## src/rtl/inst_fetch_if.sv

```systemverilog
`default_nettype none
// ============================================================================
// Module      : inst_fetch_if
// Description : Instruction fetch bus bundle (ROM read port and decode
//               valid/ready output).
// Revision    : 1.0 - initial release
// ============================================================================
interface inst_fetch_if #(
    parameter int ADDR_W = 10,
    parameter int DATA_W = 32
);
    logic              rom_ce;
    logic [ADDR_W-1:0] rom_addr;
    logic [DATA_W-1:0] rom_data;
    logic              inst_valid;
    logic              id_ready;
    logic [DATA_W-1:0] inst_o;
    logic [31:0]       pc_o;

    // Fetch stage side
    modport master (
        output rom_ce, rom_addr, inst_valid, inst_o, pc_o,
        input  rom_data, id_ready
    );

    // ROM and decode side
    modport slave (
        input  rom_ce, rom_addr, inst_valid, inst_o, pc_o,
        output rom_data, id_ready
    );
endinterface
`default_nettype wire

```

## src/rtl/inst_fetch.sv

```systemverilog
`default_nettype none
// ============================================================================
// Module      : inst_fetch
// Description : Instruction fetch stage: owns the PC, reads the instruction
//               ROM and holds {pc, inst} in a one-entry valid/ready register.
//               Optional: IF_ALIGN_CHECK_EN adds the sticky misalign output.
// Revision    : 1.0 - initial release
// ============================================================================
module inst_fetch #(
    parameter int          ADDR_W   = 10,
    parameter int          DATA_W   = 32,
    parameter logic [31:0] RESET_PC = 32'h0000_0000
) (
    input  wire logic        clk,
    input  wire logic        rst,
    input  wire logic        en,
    input  wire logic        br_taken,
    input  wire logic [31:0] br_target,
    inst_fetch_if.master     bus,
`ifdef IF_ALIGN_CHECK_EN
    output logic             misalign,
`endif
    output logic [31:0]      fetch_cnt
);

    typedef enum logic [1:0] {
        S_BOOT  = 2'd0,
        S_RUN   = 2'd1,
        S_PAUSE = 2'd2
    } state_t;

    state_t            r_state;
    logic [31:0]       r_pc;
    logic [31:0]       r_pc_o;
    logic [31:0]       r_fetch_cnt;
    logic [DATA_W-1:0] r_inst;
    logic              r_valid;
    logic              w_take;
    logic              w_halt;
    logic [31:0]       w_br_pc;

    // Branch targets are word aligned by dropping the byte offset.
    assign w_br_pc = {br_target[31:2], 2'b00};

`ifdef IF_ALIGN_CHECK_EN
    logic r_misalign;
    assign w_halt   = r_misalign;
    assign misalign = r_misalign;
`else
    logic w_unused_bits;
    assign w_halt        = 1'b0;
    assign w_unused_bits = ^br_target[1:0];
`endif

    // A fetch happens only when the output slot is free or being drained now.
    assign w_take = (r_state == S_RUN) && en && !br_taken
                    && (!r_valid || bus.id_ready) && !w_halt;

    assign bus.rom_ce     = w_take;
    assign bus.rom_addr   = (r_state == S_BOOT) ? '0 : r_pc[ADDR_W+1:2];
    assign bus.inst_valid = r_valid;
    assign bus.inst_o     = r_inst;
    assign bus.pc_o       = r_pc_o;
    assign fetch_cnt      = r_fetch_cnt;

    always_ff @(posedge clk) begin
        if (rst) begin
            r_state     <= S_BOOT;
            r_pc        <= RESET_PC;
            r_valid     <= 1'b0;
            r_inst      <= '0;
            r_pc_o      <= '0;
            r_fetch_cnt <= '0;
`ifdef IF_ALIGN_CHECK_EN
            r_misalign  <= 1'b0;
`endif
        end else begin
            case (r_state)
                S_BOOT:  r_state <= en ? S_RUN : S_PAUSE;
                S_RUN:   if (!en) r_state <= S_PAUSE;
                S_PAUSE: if (en)  r_state <= S_RUN;
                default: r_state <= S_BOOT;
            endcase

            // Redirect wins over capture and drain; it also flushes the slot.
            if (br_taken) begin
                r_pc    <= w_br_pc;
                r_valid <= 1'b0;
`ifdef IF_ALIGN_CHECK_EN
                if (br_target[1:0] != 2'b00) r_misalign <= 1'b1;
`endif
            end else if (w_take) begin
                r_inst      <= bus.rom_data;
                r_pc_o      <= r_pc;
                r_valid     <= 1'b1;
                r_pc        <= r_pc + 32'd4;
                r_fetch_cnt <= r_fetch_cnt + 32'd1;
            end else if (r_valid && bus.id_ready) begin
                r_valid <= 1'b0;
            end
        end
    end

endmodule
`default_nettype wire

```

## src/flat_wrapper.sv

```systemverilog
// flat-port wrapper written by rule: the top's interface ports become plain ports
module inst_fetch_flat 
#(
    parameter int          ADDR_W   = 10,
    parameter int          DATA_W   = 32,
    parameter logic [31:0] RESET_PC = 32'h0000_0000
)
  (clk, rst, en, br_taken, br_target, fetch_cnt, bus_rom_ce, bus_rom_addr, bus_inst_valid, bus_inst_o, bus_pc_o, bus_rom_data, bus_id_ready);
  inst_fetch_if #(.ADDR_W(ADDR_W), .DATA_W(DATA_W)) bus_i ();
  input  wire logic clk;
  input  wire logic rst;
  input  wire logic en;
  input  wire logic br_taken;
  input  wire logic [31:0] br_target;
  output logic [31:0] fetch_cnt;
  output wire logic [$bits(bus_i.rom_ce)-1:0] bus_rom_ce;
  output wire logic [$bits(bus_i.rom_addr)-1:0] bus_rom_addr;
  output wire logic [$bits(bus_i.inst_valid)-1:0] bus_inst_valid;
  output wire logic [$bits(bus_i.inst_o)-1:0] bus_inst_o;
  output wire logic [$bits(bus_i.pc_o)-1:0] bus_pc_o;
  input wire logic [$bits(bus_i.rom_data)-1:0] bus_rom_data;
  input wire logic [$bits(bus_i.id_ready)-1:0] bus_id_ready;
  assign bus_rom_ce = bus_i.rom_ce;
  assign bus_rom_addr = bus_i.rom_addr;
  assign bus_inst_valid = bus_i.inst_valid;
  assign bus_inst_o = bus_i.inst_o;
  assign bus_pc_o = bus_i.pc_o;
  assign bus_i.rom_data = bus_rom_data;
  assign bus_i.id_ready = bus_id_ready;
  inst_fetch #(.ADDR_W(ADDR_W), .DATA_W(DATA_W), .RESET_PC(RESET_PC)) u_core (.clk(clk), .rst(rst), .en(en), .br_taken(br_taken), .br_target(br_target), .bus(bus_i), .fetch_cnt(fetch_cnt));
endmodule
```

## config.mk

```make
export PLATFORM = sky130hd
export DESIGN_NAME = inst_fetch_flat
export DESIGN_NICKNAME = d
export VERILOG_FILES = /design/src/rtl/inst_fetch_if.sv /design/src/rtl/inst_fetch.sv /design/src/flat_wrapper.sv
export SDC_FILE = /design/constraint.sdc
export NUM_CORES = 1
export LEC_CHECK = 0
export BUFFER_PORTS_ARGS = -buffer_cell sky130_fd_sc_hd__buf_2
export CORE_MARGIN = 2
export CORE_UTILIZATION = 40
export CTS_CLUSTER_DIAMETER = 60
export DETAILED_ROUTE_END_ITERATION = 12
export GPL_ROUTABILITY_DRIVEN = 0
export GPL_TIMING_DRIVEN = 0
export PLACE_DENSITY = 0.67
export SETUP_SLACK_MARGIN = 0.5
export SKIP_LAST_GASP = 1
export SLEW_MARGIN = 30
export SYNTH_ARGS = -nofsm -noshare
export SYNTH_HDL_FRONTEND = slang
export SYNTH_SLANG_ARGS = --single-unit
```

## constraint.sdc

```tcl
create_clock -name clk -period 1.8 [get_ports clk]
set_input_delay 0.09 -clock clk [delete_from_list [all_inputs] [get_ports clk]]
set_output_delay 0.09 -clock clk [all_outputs]
set_load 0.05 [all_outputs]
```

==> results.ini, run 1 <==
[timing]
clock_period_minus_final_worst_setup_slack_ns = 1.97
report.final.slew_viol_count = 0
rsz_0062_raised_after_global_routing = true
maxClockFrequency_mhz = 507
timing_hold_violations_final = 0
finClkSkew_ns = 0.00654
postLayoutSetupSlackWorst_ns = -0.174
finalHoldWorstSlack_ns = 0.0850
tightestPinTransition_ns = 0.879
final-setup-viol-count = 104
maxSlewHeadroom_pct = 41.2
min_period_over_period_pct = 110

[global_routing]
global_route.overflow_total = 0
antenna_found_initial = 2
grt_start_max_net_pins = 17
grt_pass1_vias = 6232
grt_util_all_layers_pct = 27.0
grt_first_pass_wirelength_um = 31000

[detailed_routing]
routed_wl_um = 21900
drcViolationCount = 0
vias = 6511
detail_route.first_pass.iterations = 5
drt-wirelength-per-cell_um = 18.0
initialDrtViolationCount = 444
ant_nets = 0
avgViaCountPerCell = 5.37

[flow_run]
cap_violations = 0

[power]
power.density_mw_per_mm2 = 671
report.power.total_uw = 6940
peak_ir_drop_on_the_vdd_network_v = 0.000627
power_leakage_uw = 0.00465

[clock_network]
cts_sinks = 127
clk_transition_reported_paths_ns = 0.06
number_of_h_tree_levels = 4
tritoncts = built
clock-root-buffer = sky130_fd_sc_hd__clkbuf_16
cts-buffers-inserted = 17
clock_insertion_delay_worst_skew_ns = 0.42
cts.path.max_buffers = 2

[die]
design.core.area_mm2 = 0.0132
die_height_um = 121
die_area_mm2 = 0.0146
row_count = 42
initial_core_util_pct = 41.1
die_x_um = 121
ios = 177

[finish]
fillCellCount = 829
syn_to_final_growth_pct = 90.1
num-nets-final = 1094
final_layout_size_suffix_gt1_share_pct = 52.3

[logic_synthesis]
post_synthesis_instance_area_mm2 = 0.00544
synth_ff_type = sky130_fd_sc_hd__dfxtp_1
synth_cells = 683
synth.largest_area_cell = sky130_fd_sc_hd__dfxtp_1
synth.top_cell.area_share_pct = 46.7
warnings_synthesis = 0
ys_types = 44
synth_enable_flop_cells = 0
async_reset_ff_share_pct = 0
yosys.cell_count.top_type = sky130_fd_sc_hd__nand2_1
synth_seq_cells = 127
synth.avg_cell_area_um2 = 7.97
synth_seq_area_share_pct = 46.7
synth_area_leaders = sky130_fd_sc_hd__dfxtp_1, sky130_fd_sc_hd__nand2_1, sky130_fd_sc_hd__a21oi_1
ys_top_cells_by_count = sky130_fd_sc_hd__nand2_1, sky130_fd_sc_hd__dfxtp_1, sky130_fd_sc_hd__a21oi_1

[placement]
port_buffers = 171
dp_hpwl_um = 11500
placement.setup.worst_slack_ns = -0.498

[setup_path]
dominant_delay_contributor_by_cell_family_on_the_critical_path = simple AND/OR/NAND/NOR gates
timing.critical_path.cells = and4_1 -> buf_6 -> nand2_4 -> or4_4 -> or4_1 -> a21oi_1
worst-endpoint-arrival_ns = 2.32
timing.setup.critical_path_class = reg -> reg
required_ns = 2.15
critical_path_fanout_max = 6
critical_path.slowest_cell = sky130_fd_sc_hd__or4_4
critPathCaptureType = flop
cp_slowest_stage_delay_ns = 0.53
startpoint_types = flop
timing.critical_path.buf_inv = 1

[worst_hold_path]
min-delay-path-class = in -> reg

[status]
status = complete, but fails checks
violations = negative setup slack

[state kept, by name, summed over array words and instances (netlist names)]
name                   cells
u_core.bus.pc_o           30
u_core.bus.inst_valid      1
u_core.r_pc               30
u_core.fetch_cnt          32
u_core.r_state             2
u_core.bus.inst_o         32
[power by group]
group / leakage (µW) / total (µW) / switching (µW) / internal [µW]
Sequential: 0.00106 / 2940 / 82.3 / 2860
Combinational: 0.00333 / 886 / 496 / 390
Clock: 0.000265 / 3110 / 1230 / 1880
Total: 0.00465 / 6940 / 1810 / 5130
[metrics by stage]
stage	instances	TNS (ns)	instance area (µm²)	utilization (%)
after global placement	1031	-19.50	7080	53.4
after CTS	1190	-4.36	9430	71.2
after global routing	1212	-17.02	10300	78.1
final	1213	-8.91	10300	78.1
after detailed placement	1031	-21.61	7080	53.4
after floorplan	684	-0.985	6000	-
[worst reg2reg max path: cells and delay by family (launching register included)]
family / cells / cell delay, ns
flops: 1 / 0.37
buf+inv: 1 / 0.12
simple gates: 4 / 1.28
compound gates: 1 / 0.13
[worst paths after layout]
check,start,endpoint,slack [ns],cells past startpoint
setup reg to reg,u_core.fetch_cnt[3],u_core.fetch_cnt[31],-0.17,6
setup / recovery,u_core.fetch_cnt[3],u_core.fetch_cnt[31],-0.17,6
hold reg to reg,u_core.bus.inst_o[12],u_core.bus.inst_o[12],0.45,2
hold / removal,br_taken,u_core.bus.inst_valid,0.08,3
[per-layer routing]
layer  global-route usage (%)  wire length [µm]
met4                     11.3               754
met5                        0                 0
met1                     33.0              8850
met2                     45.4             10900
met3                     6.79              1400
[cells in the final DEF (no fill, tap or decap), types with 21 or more instances in the layout]
cell and instances:
sky130_fd_sc_hd__dlygate4sd3_1 63, sky130_fd_sc_hd__dfxtp_1 81, sky130_fd_sc_hd__a21oi_1 24, sky130_fd_sc_hd__clkbuf_1 22, sky130_fd_sc_hd__nor2_1 48, sky130_fd_sc_hd__nand2_1 106, sky130_fd_sc_hd__buf_2 171, sky130_fd_sc_hd__buf_4 43
sky130_fd_sc_hd__a21oi_2 54, sky130_fd_sc_hd__nand2_4 46, sky130_fd_sc_hd__clkbuf_16 21, sky130_fd_sc_hd__dfxtp_4 26, sky130_fd_sc_hd__buf_6 31, sky130_fd_sc_hd__xnor2_1 23
[kinds of logic after synthesis]
family	count (synthesis)	share of synthesized area [%]
AO/OA/AOI/OAI	111	11.4
XOR/XNOR	51	8.21
adder cells (fa/ha/maj)	2	0.460
buffers and inverters	56	4.21
flip-flops	127	46.7
multiplexers	1	0.184
other	1	0.0689
AND/OR/NAND/NOR	334	28.7
[layout make-up]
cell class                 count  area (µm²)  area share [%]
multi-input combinational    501        3940            38.1
sequential                   127        2670            25.8
timing repair buffer         320        2470            23.9
clock buffer                  24         492            4.75
buffer                        45         470            4.55
tap                          176         220            2.13
inverter                      11        46.3           0.448
clock inverter                 7        37.5           0.363
antenna                        2        5.00          0.0484
[timing repair]
action | 4_1_cts | 5_1_grt
endpoints found under the hold margin | 64 | 0
resized for setup | 147 | 178
setup buffers | 55 | 20
gates cloned | 10 | 1
pin swaps | 84 | 112
endpoints found under the setup margin | 133 | 135
hold buffers | 63 | 0
Note: power is estimated with default switching activity, not from simulation.
==> run 2: changes to the inputs <==
Settings changed: CELL_PAD_IN_SITES_DETAIL_PLACEMENT from default to 0, CELL_PAD_IN_SITES_GLOBAL_PLACEMENT from default to 2, CORE_UTILIZATION 40 to 25, PLACE_DENSITY 0.67 to 0.74.
==> run 2 against run 1 <==
- the run still ends with negative setup slack left
- global-route usage shrank 9.0 points
- clock skew is 0.0023 ns higher
- clock-buffer cell count up 4
- setup slack better by 0.044 ns
- die area up 58%
- non-clock buffer count is 10 higher
- clock power is 11% higher
- power is 4.6% higher
- sequential power is essentially flat
- worst hold slack worse by 0.062 ns
- core utilization is 27 points lower
- flip-flop and latch count unchanged
- critical path type unchanged
- critical endpoint unchanged
- largest cell class unchanged
==> results.ini, run 2 (synthesized netlist as in run 1, its figures left out) <==
[clock_network]
cts.path.max_buffers = 2  ; unchanged
clock_insertion_delay_worst_skew_ns = 0.42  ; about the same
number_of_h_tree_levels = 4  ; unchanged
clk_transition_reported_paths_ns = 0.05  ; about the same
tritoncts = built
cts-buffers-inserted = 17  ; unchanged
clock-root-buffer = sky130_fd_sc_hd__clkbuf_16
cts_sinks = 127  ; unchanged

[setup_path]
critical_path_fanout_max = 3  ; -3
worst-endpoint-arrival_ns = 2.27  ; -0.05 ns
startpoint_types = flop
required_ns = 2.14  ; about the same
critPathCaptureType = flop
timing.setup.critical_path_class = reg -> reg

[finish]
syn_to_final_growth_pct = 97.4
multiInputGateArea_mm2 = 0.00401  ; +1.8%
most_common_cell_after_layout_fill_and_taps_aside = sky130_fd_sc_hd__buf_2
fillCellCount = 2035  ; +150%
num-nets-final = 1104  ; +0.91%
final_layout_size_suffix_gt1_share_pct = 54.9  ; +2.6 points
final_cells = 1320  ; +8.8%
fin_area_mm2 = 0.0107  ; +3.9%
commonest_non_fill_non_tap_cells_in_the_layout = sky130_fd_sc_hd__buf_2, sky130_fd_sc_hd__nand2_1, sky130_fd_sc_hd__dfxtp_1, sky130_fd_sc_hd__dlygate4sd3_1, sky130_fd_sc_hd__a21oi_2
post-route-util_pct = 50.6  ; -27 points
final-seq-area_mm2 = 0.00267  ; about the same

[detailed_routing]
routed_wl_um = 21000  ; -4.1%
ant_nets = 0  ; unchanged
detail_route.first_pass.iterations = 4  ; -1
vias = 6059  ; -6.9%
drcViolationCount = 0  ; unchanged
drt-wirelength-per-cell_um = 15.9  ; -12%
avgViaCountPerCell = 4.59  ; -14%
initialDrtViolationCount = 218  ; -51%

[die]
die_area_mm2 = 0.0230  ; +58%
die_x_um = 152  ; +26%
die_height_um = 152  ; +26%
initial_core_util_pct = 25.6  ; -15 points
ios = 177  ; unchanged
row_count = 53  ; +26%
design.core.area_mm2 = 0.0212  ; +60%

[timing]
maxClockFrequency_mhz = 518  ; +2.3%
maxSlewHeadroom_pct = 50.4  ; +9.2 points
report.final.slew_viol_count = 0  ; unchanged
timing_hold_violations_final = 0  ; unchanged
final-setup-viol-count = 61  ; -41%
min_period_over_period_pct = 107  ; -2.5 points
postLayoutSetupSlackWorst_ns = -0.130  ; +0.0441 ns
clock_period_minus_final_worst_setup_slack_ns = 1.93  ; -0.0441 ns
totalNegativeSetupSlack_ns = -2.61  ; +6.30 ns
tightestPinTransition_ns = 0.744  ; -0.135 ns
finClkSkew_ns = 0.00883  ; +0.00230 ns
rsz_0062_raised_after_global_routing = true

[global_routing]
antenna_found_initial = 2  ; unchanged
grt_pass1_vias = 5789  ; -7.1%
global_route.overflow_total = 0  ; unchanged
grt_start_max_net_pins = 17  ; unchanged
grt_util_all_layers_pct = 18.1  ; -9.0 points
grt_first_pass_wirelength_um = 31700  ; +2.4%

[placement]
placed_cells_incl_taps = 1130  ; +9.6%
placed_area_mm2 = 0.00720  ; +1.8%
dp_hpwl_um = 13400  ; +17%
port_buffers = 171  ; unchanged

[status]
status = complete, but fails checks
violations = negative setup slack

[worst_hold_path]
min-delay-path-class = in -> reg

[power]
power.density_mw_per_mm2 = 675  ; +0.70%
power_leakage_uw = 0.00447  ; -3.9%
peak_ir_drop_on_the_vdd_network_v = 0.000572  ; -8.9%
report.power.total_uw = 7250  ; +4.6%

[flow_run]
cap_violations = 0  ; unchanged

[run 2: cell type report]
| class | instances | area share, % |
|---|---|---|
| clock inverters | 2 | 0.116 |
| well taps | 275 | 3.20 |
| flip-flops and latches | 127 | 24.8 |
| multi-input cells | 501 | 37.3 |
| plain buffers | 45 | 4.67 |
| repair buffers | 330 | 24.0 |
| inverters | 11 | 0.454 |
| clock buffers | 28 | 5.40 |
| diodes | 1 | 0.0233 |
[run 2: worst paths after layout]
path	from	end	slack, ns	cells past startpoint
worst max-delay path	u_core.fetch_cnt[6]	u_core.fetch_cnt[31]	-0.13	6
worst min-delay path	br_target[26]	u_core.r_pc[26]	0.02	4
worst max register to register	u_core.fetch_cnt[6]	u_core.fetch_cnt[31]	-0.13	6
worst min register to register	u_core.bus.pc_o[27]	u_core.bus.pc_o[27]	0.45	2
[run 2: worst max-delay path: stages, from the launching register on]
cell	delay, ns
sky130_fd_sc_hd__dfxtp_4	0.35
sky130_fd_sc_hd__and4_1	0.21
sky130_fd_sc_hd__buf_6	0.12
sky130_fd_sc_hd__nand2_4	0.05
sky130_fd_sc_hd__or4_4	0.53
sky130_fd_sc_hd__or4_4	0.50
sky130_fd_sc_hd__a21oi_2	0.12
[run 2: timing repair]
action                                  in CTS  in global routing
gates cloned                                 9                  1
endpoints found under the setup margin     135                137
endpoints found under the hold margin       63                  0
pin swaps                                  132                103
hold buffers                                62                  0
gates resized for setup                    178                175
buffers inserted                            62                 25
[run 2: report_power, final]
part           switching (µW)  leakage, µW  internal [µW]
sequential               86.5      0.00106           2860
clock                    1270     0.000290           2180
combinational             458      0.00313            405
[run 2: stage by stage]
step	worst slack, ns	hold slack [ns]
2_1_floorplan	-0.211	0.154
3_3_place_gp	-0.724	0.288
3_5_place_dp	-0.697	0.288
4_1_cts	-0.155	0.0134
5_1_grt	-0.200	0.0485
6_report	-0.130	0.0230
[run 2: metal layers]
| metal | vias up | routed length, µm | track usage, % |
|---|---|---|---|
| met1 | 2883 | 10100 | 24.8 |
| met2 | 118 | 9790 | 28.7 |
| met4 | 2 | 194 | 5.05 |
| met3 | 14 | 863 | 3.89 |
| li1 | 3042 | - | - |
| met5 | - | 16 | 0 |
==> run 3: changes to the inputs <==
Settings changed: CORE_MARGIN 2 to 8, CTS_CLUSTER_DIAMETER 60 to 40, RECOVER_POWER from default to 100.
==> run 3 against run 2 <==
- the flow still finishes with violations (negative setup slack)
- combinational power up 4.1%
- clock-buffer cell count down 6
- core utilization down 0.94 points
- final cell count up 1.1%
- first-iteration DRC count up 70%
- critical path depth unchanged
- clock power down 9.6%
- critical path type unchanged
- largest cell class unchanged
- highest routed layer is now met4
==> results.ini, run 3 (synthesized netlist as in run 1, its figures left out) <==
[die]
ios = 177  ; unchanged
design.core.area_mm2 = 0.0216  ; +1.9%
row_count = 54  ; +1.9%
die_area_mm2 = 0.0267  ; +16%
die_height_um = 164  ; +7.9%
initial_core_util_pct = 25.2  ; -0.47 points
die_x_um = 164  ; +7.9%

[timing]
final-setup-viol-count = 33  ; -46%
report.final.slew_viol_count = 0  ; unchanged
timing_hold_violations_final = 0  ; unchanged
postLayoutSetupSlackWorst_ns = -0.126  ; +0.00417 ns
min_period_over_period_pct = 107  ; -0.23 points
totalNegativeSetupSlack_ns = -1.16  ; +1.45 ns
maxSlewHeadroom_pct = 46.5  ; -3.9 points
finClkSkew_ns = 0.00673  ; -0.00211 ns
tightestPinTransition_ns = 0.802  ; +0.0585 ns
clock_period_minus_final_worst_setup_slack_ns = 1.93  ; -0.00417 ns
rsz_0062_raised_after_global_routing = true
maxClockFrequency_mhz = 519  ; +0.22%

[status]
violations = negative setup slack
status = complete, but fails checks

[setup_path]
crit-reg2reg-launch = u_core.r_state[1]
worst-endpoint-arrival_ns = 2.27  ; about the same
timing.setup.critical_path_class = reg -> reg
critPathCaptureType = flop
critical_path_fanout_max = 2  ; -1
required_ns = 2.14  ; about the same
timing.critical_path.from = u_core.r_state[1]
startpoint_types = flop

[global_routing]
grt_start_max_net_pins = 17  ; unchanged
grt_first_pass_wirelength_um = 34700  ; +9.5%
global_route.overflow_total = 0  ; unchanged
grt_util_all_layers_pct = 16.5  ; -1.6 points
grt_pass1_vias = 6266  ; +8.2%
antenna_found_initial = 0  ; -2

[clock_network]
clk_transition_reported_paths_ns = 0.06  ; about the same
clock_insertion_delay_worst_skew_ns = 0.42  ; about the same
cts.path.max_buffers = 2  ; unchanged
number_of_h_tree_levels = 4  ; unchanged
cts-buffers-inserted = 17  ; unchanged
clock-root-buffer = sky130_fd_sc_hd__clkbuf_16
cts_sinks = 127  ; unchanged
tritoncts = built

[worst_hold_path]
hold_start = br_target[26]
min-delay-path-class = in -> reg

[placement]
dp_hpwl_um = 14800  ; +10%
port_buffers = 171  ; unchanged
placed_cells_incl_taps = 1135  ; +0.44%

[detailed_routing]
drcViolationCount = 0  ; unchanged
vias = 6112  ; +0.87%
drt-wirelength-per-cell_um = 17.1  ; +7.7%
routed_wl_um = 22800  ; +8.8%
ant_nets = 0  ; unchanged
initialDrtViolationCount = 371  ; +70%
avgViaCountPerCell = 4.58  ; -0.18%
detail_route.first_pass.iterations = 4  ; unchanged

[power]
power.density_mw_per_mm2 = 649  ; -4.0%
power_leakage_uw = 0.00457  ; +2.1%
peak_ir_drop_on_the_vdd_network_v = 0.000456  ; -20%

[finish]
num-nets-final = 1112  ; +0.72%
most_common_cell_after_layout_fill_and_taps_aside = sky130_fd_sc_hd__clkbuf_1
final_cells = 1334  ; +1.1%
final_layout_size_suffix_gt1_share_pct = 48.2  ; -6.7 points
fillCellCount = 2105  ; +3.4%
diodes = 0  ; -1
commonest_non_fill_non_tap_cells_in_the_layout = sky130_fd_sc_hd__clkbuf_1, sky130_fd_sc_hd__buf_2, sky130_fd_sc_hd__nand2_1, sky130_fd_sc_hd__dfxtp_1, sky130_fd_sc_hd__dlygate4sd3_1
syn_to_final_growth_pct = 97.4  ; about the same

[flow_run]
cap_violations = 0  ; unchanged

==> run 3: final timing paths <==
path | cells after the start | endpoint | slack [ns]
max | 6 | u_core.fetch_cnt[31] | -0.13
min reg2reg | 2 | u_core.bus.pc_o[18] | 0.45
max reg2reg | 6 | u_core.fetch_cnt[31] | -0.13
min | 4 | u_core.r_pc[26] | 0.06
==> run 3: cell type report <==
class / count / area, µm² / share of cell area, %
Multi-Input combinational cell: 501 / 4040 / 37.6
Inverter: 11 / 46.3 / 0.431
Buffer: 45 / 512 / 4.76
Clock inverter: 10 / 63.8 / 0.594
Sequential cell: 127 / 2670 / 24.9
Tap cell: 280 / 350 / 3.26
Timing Repair Buffer: 338 / 2590 / 24.1
Clock buffer: 22 / 464 / 4.32
==> run 3: routing by layer <==
layer | vias to the layer above | routed length, µm | GRT usage [%]
met5 | - | 0 | 0
met4 | 0 | 266 | 4.30
met3 | 16 | 1180 | 3.40
met2 | 145 | 10700 | 27.3
met1 | 2899 | 10600 | 21.3
li1 | 3052 | - | -
==> run 3: per-stage QoR <==
| stage | power, µW | util [%] | cell area [µm²] | hold slack [ns] | setup slack (ns) |
|---|---|---|---|---|---|
| floorplan | 3320 | - | 6000 | 0.154 | -0.211 |
| global placement | 3550 | 33.3 | 7210 | 0.288 | -0.488 |
| detailed placement | 3550 | 33.3 | 7210 | 0.299 | -0.499 |
| CTS | 6930 | 44.8 | 9680 | 0.0608 | -0.124 |
| global route | 7270 | 49.7 | 10700 | 0.0514 | -0.217 |
| finish | 6970 | 49.7 | 10700 | 0.0642 | -0.126 |
==> run 3: repair_timing <==
| action | CTS | global route |
|---|---|---|
| pin swaps | 65 | 146 |
| hold buffers | 62 | 0 |
| endpoints found under the setup margin | 135 | 137 |
| resized for setup | 154 | 221 |
| hold endpoints to repair | 63 | 0 |
| gates cloned | 9 | 3 |
| buffers inserted | 61 | 32 |
==> run 3: worst max-delay path, stage by stage (launching register included) <==
cell and delay, ns:
sky130_fd_sc_hd__dfxtp_2 0.32, sky130_fd_sc_hd__and3b_1 0.21, sky130_fd_sc_hd__buf_6 0.10, sky130_fd_sc_hd__nand4_4 0.10, sky130_fd_sc_hd__or4_4 0.51, sky130_fd_sc_hd__or4_4 0.49
sky130_fd_sc_hd__a21oi_2 0.12
==> run 3: power by group <==
group	internal [µW]	total (µW)	switching, µW	leakage, µW
registers	2860	2950	90.8	0.00106
clock network	1820	3120	1300	0.000260
logic	407	898	491	0.00325
total	5090	6970	1880	0.00457
